[config.mk]
export PLATFORM = sky130hd
export DESIGN_NAME = tpu_deskew_collect
export DESIGN_NICKNAME = d
export VERILOG_FILES = /design/src/rtl/tpu_deskew_collect.sv
export SDC_FILE = /design/constraint.sdc
export NUM_CORES = 1
export LEC_CHECK = 0
export BUFFER_PORTS_ARGS = -buffer_cell sky130_fd_sc_hd__buf_2
export CAP_MARGIN = 20
export CORE_MARGIN = 2
export CORE_UTILIZATION = 35
export CTS_BUF_LIST = sky130_fd_sc_hd__clkbuf_2
export DETAILED_ROUTE_END_ITERATION = 16
export GPL_TIMING_DRIVEN = 0
export MAX_ROUTING_LAYER = met4
export PLACE_DENSITY = 0.59
export SLEW_MARGIN = 10
export SYNTH_ARGS = -nofsm -noshare
export SYNTH_HDL_FRONTEND = slang
export SYNTH_SLANG_ARGS = --single-unit
[constraint.sdc]
create_clock -name clk -period 11.7 [get_ports clk]
set_input_delay 1.17 -clock clk [delete_from_list [all_inputs] [get_ports clk]]
set_output_delay 1.17 -clock clk [all_outputs]
set_load 0.005 [all_outputs]
[src/rtl/tpu_deskew_collect.sv]
`default_nettype none
// ============================================================================
// Module   : tpu_deskew_collect
// Brief    : Re-aligns skewed systolic-array column results into whole rows.
//            Column c arrives c cycles after column 0. Each lane is delayed
//            so that all columns of a row line up. Complete rows are then
//            queued in a small FIFO with back-pressure. Sticky flags report
//            dropped rows (ovf) and torn rows (misalign).
// Options  : `define DESKEW_DROPCNT_EN adds a saturating 16-bit drop_cnt
//            output that counts rows dropped on a full FIFO.
// Revision : 1.0 - initial release
// ============================================================================
module tpu_deskew_collect #(
    parameter int N_COLS     = 4,
    parameter int DATA_W     = 18,
    parameter int FIFO_DEPTH = 8
) (
    input  logic                     clk,
    input  logic                     rst_n,
    input  logic [N_COLS-1:0]        col_valid,
    input  logic [N_COLS*DATA_W-1:0] col_data,
    input  logic                     clr_err,
    output logic                     stall_out,
    output logic                     row_valid,
    input  logic                     row_ready,
    output logic [N_COLS*DATA_W-1:0] row_data,
    output logic                     ovf,
    output logic                     misalign
`ifdef DESKEW_DROPCNT_EN
    ,
    output logic [15:0]              drop_cnt
`endif
);

    localparam int              c_AW       = $clog2(FIFO_DEPTH);
    localparam int              c_CW       = c_AW + 1;
    localparam int              c_RW       = N_COLS * DATA_W;
    localparam logic [c_CW-1:0] c_FULL     = c_CW'(FIFO_DEPTH);
    localparam logic [c_CW-1:0] c_STALL_TH = c_CW'(FIFO_DEPTH - N_COLS);

    // Lane outputs after deskew delay
    logic [N_COLS-1:0] w_dly_valid;
    logic [c_RW-1:0]   w_dly_data;

    // ------------------------------------------------------------------
    // Deskew lanes: lane c is delayed by N_COLS-1-c stages so that every
    // column of a row reaches the collector in the same cycle as the
    // last (undelayed) column.
    // ------------------------------------------------------------------
    for (genvar c = 0; c < N_COLS; c++) begin : g_lane
        localparam int c_DEPTH = N_COLS - 1 - c;

        if (c_DEPTH == 0) begin : g_pass
            assign w_dly_valid[c]                  = col_valid[c];
            assign w_dly_data[c*DATA_W +: DATA_W]  = col_data[c*DATA_W +: DATA_W];
        end else begin : g_delay
            logic [c_DEPTH-1:0]        r_v;
            logic [c_DEPTH*DATA_W-1:0] r_d;

            // Valid shift chain; cleared by reset so no stale row survives it
            always_ff @(posedge clk or negedge rst_n) begin
                if (!rst_n) begin
                    r_v <= '0;
                end else begin
                    r_v <= (r_v << 1) | c_DEPTH'(col_valid[c]);
                end
            end

            // Data shift chain, qualified only by the valid chain
            always_ff @(posedge clk) begin
                r_d <= (r_d << DATA_W) | (c_DEPTH*DATA_W)'(col_data[c*DATA_W +: DATA_W]);
            end

            assign w_dly_valid[c]                 = r_v[c_DEPTH-1];
            assign w_dly_data[c*DATA_W +: DATA_W] = r_d[(c_DEPTH-1)*DATA_W +: DATA_W];
        end
    end

    // ------------------------------------------------------------------
    // Row FIFO
    // ------------------------------------------------------------------
    logic [c_RW-1:0] r_mem [FIFO_DEPTH];
    logic [c_AW-1:0] r_wr_ptr;
    logic [c_AW-1:0] r_rd_ptr;
    logic [c_CW-1:0] r_count;

    logic w_all;
    logic w_partial;
    logic w_pop;
    logic w_push;
    logic w_drop;

    // Row assembly and FIFO handshake decode
    always_comb begin
        w_all     = &w_dly_valid;
        w_partial = (|w_dly_valid) & ~w_all;
        w_pop     = row_valid & row_ready;
        // A full FIFO still accepts a row when the head leaves this cycle
        w_push    = w_all & ((r_count != c_FULL) | w_pop);
        w_drop    = w_all & ~w_push;
    end

    assign row_valid = (r_count != '0);
    assign stall_out = (r_count >= c_STALL_TH);
    assign row_data  = r_mem[r_rd_ptr];

    // Row storage; contents need no reset because count gates visibility
    always_ff @(posedge clk) begin
        if (w_push) begin
            r_mem[r_wr_ptr] <= w_dly_data;
        end
    end

    // Pointers and occupancy; pointers wrap naturally at the power-of-two depth
    always_ff @(posedge clk or negedge rst_n) begin
        if (!rst_n) begin
            r_wr_ptr <= '0;
            r_rd_ptr <= '0;
            r_count  <= '0;
        end else begin
            if (w_push) begin
                r_wr_ptr <= r_wr_ptr + c_AW'(1);
            end
            if (w_pop) begin
                r_rd_ptr <= r_rd_ptr + c_AW'(1);
            end
            case ({w_push, w_pop})
                2'b10:   r_count <= r_count + c_CW'(1);
                2'b01:   r_count <= r_count - c_CW'(1);
                default: r_count <= r_count;
            endcase
        end
    end

    // Sticky error flags; a new event takes priority over a clear
    always_ff @(posedge clk or negedge rst_n) begin
        if (!rst_n) begin
            ovf      <= 1'b0;
            misalign <= 1'b0;
        end else begin
            if (w_drop) begin
                ovf <= 1'b1;
            end else if (clr_err) begin
                ovf <= 1'b0;
            end
            if (w_partial) begin
                misalign <= 1'b1;
            end else if (clr_err) begin
                misalign <= 1'b0;
            end
        end
    end

`ifdef DESKEW_DROPCNT_EN
    // Saturating drop counter; a drop in the clearing cycle counts as the first
    always_ff @(posedge clk or negedge rst_n) begin
        if (!rst_n) begin
            drop_cnt <= '0;
        end else if (clr_err) begin
            drop_cnt <= w_drop ? 16'd1 : 16'd0;
        end else if (w_drop && (drop_cnt != 16'hFFFF)) begin
            drop_cnt <= drop_cnt + 16'd1;
        end
    end
`endif

endmodule
`default_nettype wire

==> results.ini <==
[critical_path]
crit_start=r_rd_ptr[1]$_DFFE_PN0P_
start_kind=flop
required_ns=10.53
criticalPathCategory=flop to output pin
arrival_ns=3.78
end_kind=output pin
r2r_start=r_count[3]$_DFFE_PN0P_
r2r_cells=10
r2r-end=r_mem[4][24]$_DFFE_PP_
critPathMaxFanout=10
r2r_setup_slack_ns=8.52

[route]
wl_per_cell_um=19.7
drt-pass1-iter-count=5
vias=11846
wl_mm=51.2
ant_nets=0
route.detailed.drc=0
detail_route.vias_per_cell=4.54
drtIter0Drc=621

[synthesis]
synthArstFlopShare=0.0256
synth_area_leaders=edfxtp_1, mux4_2, dfxtp_1
synth_nets=1099
synth_edf_count=576
synth_ff_type=edfxtp_1
ys_seq_elements=702
synth_top_area_share=0.700
netlist_top_cells_count=edfxtp_1, mux4_2, dfxtp_1, mux2_2, mux2_4
synth.most_common_cell=edfxtp_1
avgSynthCellArea_sq_um=24.4
syn_area_sq_um=24700
synth_top_area_cell=edfxtp_1
synth_warnings=0
syn_inst=1014
yosysSeqAreaShare=0.805
ys_types=37

[power_and_ir_drop]
leakage_nw=10.7
finalPower_mw=6.26
powerDensity_nw_per_um2=208
irDropWorstVdd_mv=0.0718

[die]
chipHeight_um=270
io_pins=156
core_sq_um=70000
initial_core_util=0.353
row_count=97
die_w_um=270
dieArea_sq_um=72800

[timing]
slew_headroom=0.283
worst_slew_pin_slew_ns=1.07
fin_crit_ns=4.95
setup_viol=0
fmax_ghz=0.202
hold_slack_ns=0.321
fin_crit_sh=0.423
fin_tns_setup_ns=0
fin_skew_ns=0.0730
rsz0062_at_grt=false
hold_viol_final=0
final_max_slew_viol_count=0

[layout]
fillCellCount=6223
seqCellArea_sq_um=19900
drive_gt1_frac=0.479
multi_input_area_sq_um=4600
nets=1600
area.growth.synth_to_final_pct=21.6

[clock_network]
cts_sinks=702
worstSkewPairLatency_ns=1.31
cts_buffers=177
cts_setup_buffers=0
htree_levels=4
path_clk_slew_ns=0.10
cts_buffer_depth=3
holdBufCountCts=79
cts_resized=0
cts_tree=done
cts-root-buf=clkbuf_2

[flow_run]
drv_cap=0

[hold_path]
min_path_cells=0
min_from=g_lane[0].g_delay.r_d[33]$_DFF_P_
hp-class=flop to flop
min_to=g_lane[0].g_delay.r_d[51]$_DFF_P_

[grt]
grt_max_degree=22
antenna_found_initial=5
gr-total-overflow=0
grt_use_total=0.148
grt_pass1_wl_mm=77.0
grt_pass1_vias=12967

[placed_design]
hpwl_mm=33.1
io_buffers=155
gp_congestion=0.673

[run_status]
run_status=finished clean

sequential cells by signal, indices dropped and copies added (netlist names):
signal / flops
r_mem: 576
r_wr_ptr: 3
ovf: 1
g_lane.g_delay.r_v: 6
r_count: 4
misalign: 1
r_rd_ptr: 3
g_lane.g_delay.r_d: 108
worst max-delay path by stage:
stage	endpoint	depth (start not counted)	slack, ns
after CTS	row_data[56]	6	6.40
after global routing	row_data[53]	6	6.34
after global placement	r_mem[2][34]$_DFFE_PP_	4	-6.92
after detailed placement	r_mem[4][28]$_DFFE_PP_	11	7.70
final	row_data[53]	6	6.75
after floorplan	r_mem[2][0]$_DFFE_PP_	3	2.08
power by group:
part	switching [mW]	leakage, nW	internal, mW
clock network	0.969	1.36	0.789
registers	0.0532	6.30	2.77
logic	0.783	3.05	0.896
total	1.80	10.7	4.46
logic make-up after synthesis:
family | synth area share
buffers and inverters | 0.0105
adders and majority gates | 0.00283
muxes | 0.170
AOI/OAI and AO/OA | 0.00283
xor gates and xnor gates | 0.00248
and+or+nand+nor | 0.00572
DFF | 0.805
critical path: stages (launching register included):
cell      delay (ns)
dfrtp_1         0.37
buf_2           0.36
buf_4           0.32
clkbuf_1        0.58
mux4_2          0.40
mux2_2          0.31
buf_2           0.14
stage by stage:
step	util	cells	setup slack [ns]	cell area (sq um)
final	0.429	2607	6.75	30100
after global routing	0.429	2607	6.34	30100
after CTS	0.429	2603	6.40	30100
after detailed placement	0.392	2197	7.70	27500
after global placement	0.381	2109	-6.92	26700
after floorplan	-	1014	2.08	24700
layout by cell type (no fill, tap or decap), drive strengths merged:
cell,netlist,layout
bufinv,0,7
inv,5,8
a211oi,1,1
dfrtp,18,18
ha,4,4
dlygate4sd3,0,79
clkinv,0,38
nand4,1,1
diode,0,4
nor2,3,3
o22ai,2,2
clkbuf,12,290
and4,1,1
mux4,144,144
a21o,1,1
mux2i,2,2
nor3,3,3
buf,29,272
dfxtp,108,108
nand2,9,9
nand2b,1,1
xnor2,6,6
a21oi,2,2
nor4b,2,2
clkinvlp,0,1
o41a,1,1
edfxtp,576,576
or2,1,1
o41ai,1,1
fa,1,1
xor2,1,1
nor4,2,2
mux2,74,74
nor2b,1,1
nor3b,2,2
cell type report:
cell class                 count  share of cell area
tap                          940              0.0391
antenna                        4            0.000333
clock buffer                 278              0.0463
sequential                   702               0.662
timing repair buffer         322              0.0771
clock inverter                49              0.0135
multi-input combinational    266               0.153
buffer                        41             0.00799
inverter                       5            0.000624
per-layer routing:
layer,wire [um],GRT usage,part of all wire,up-vias
met5,0,-,0,-
met4,876,0.0522,0.017,0
met3,3040,0.0502,0.059,82
met2,25500,0.236,0.50,327
met1,21800,0.176,0.43,6079
li1,-,-,-,5358
(Power assumes the default switching activity.)
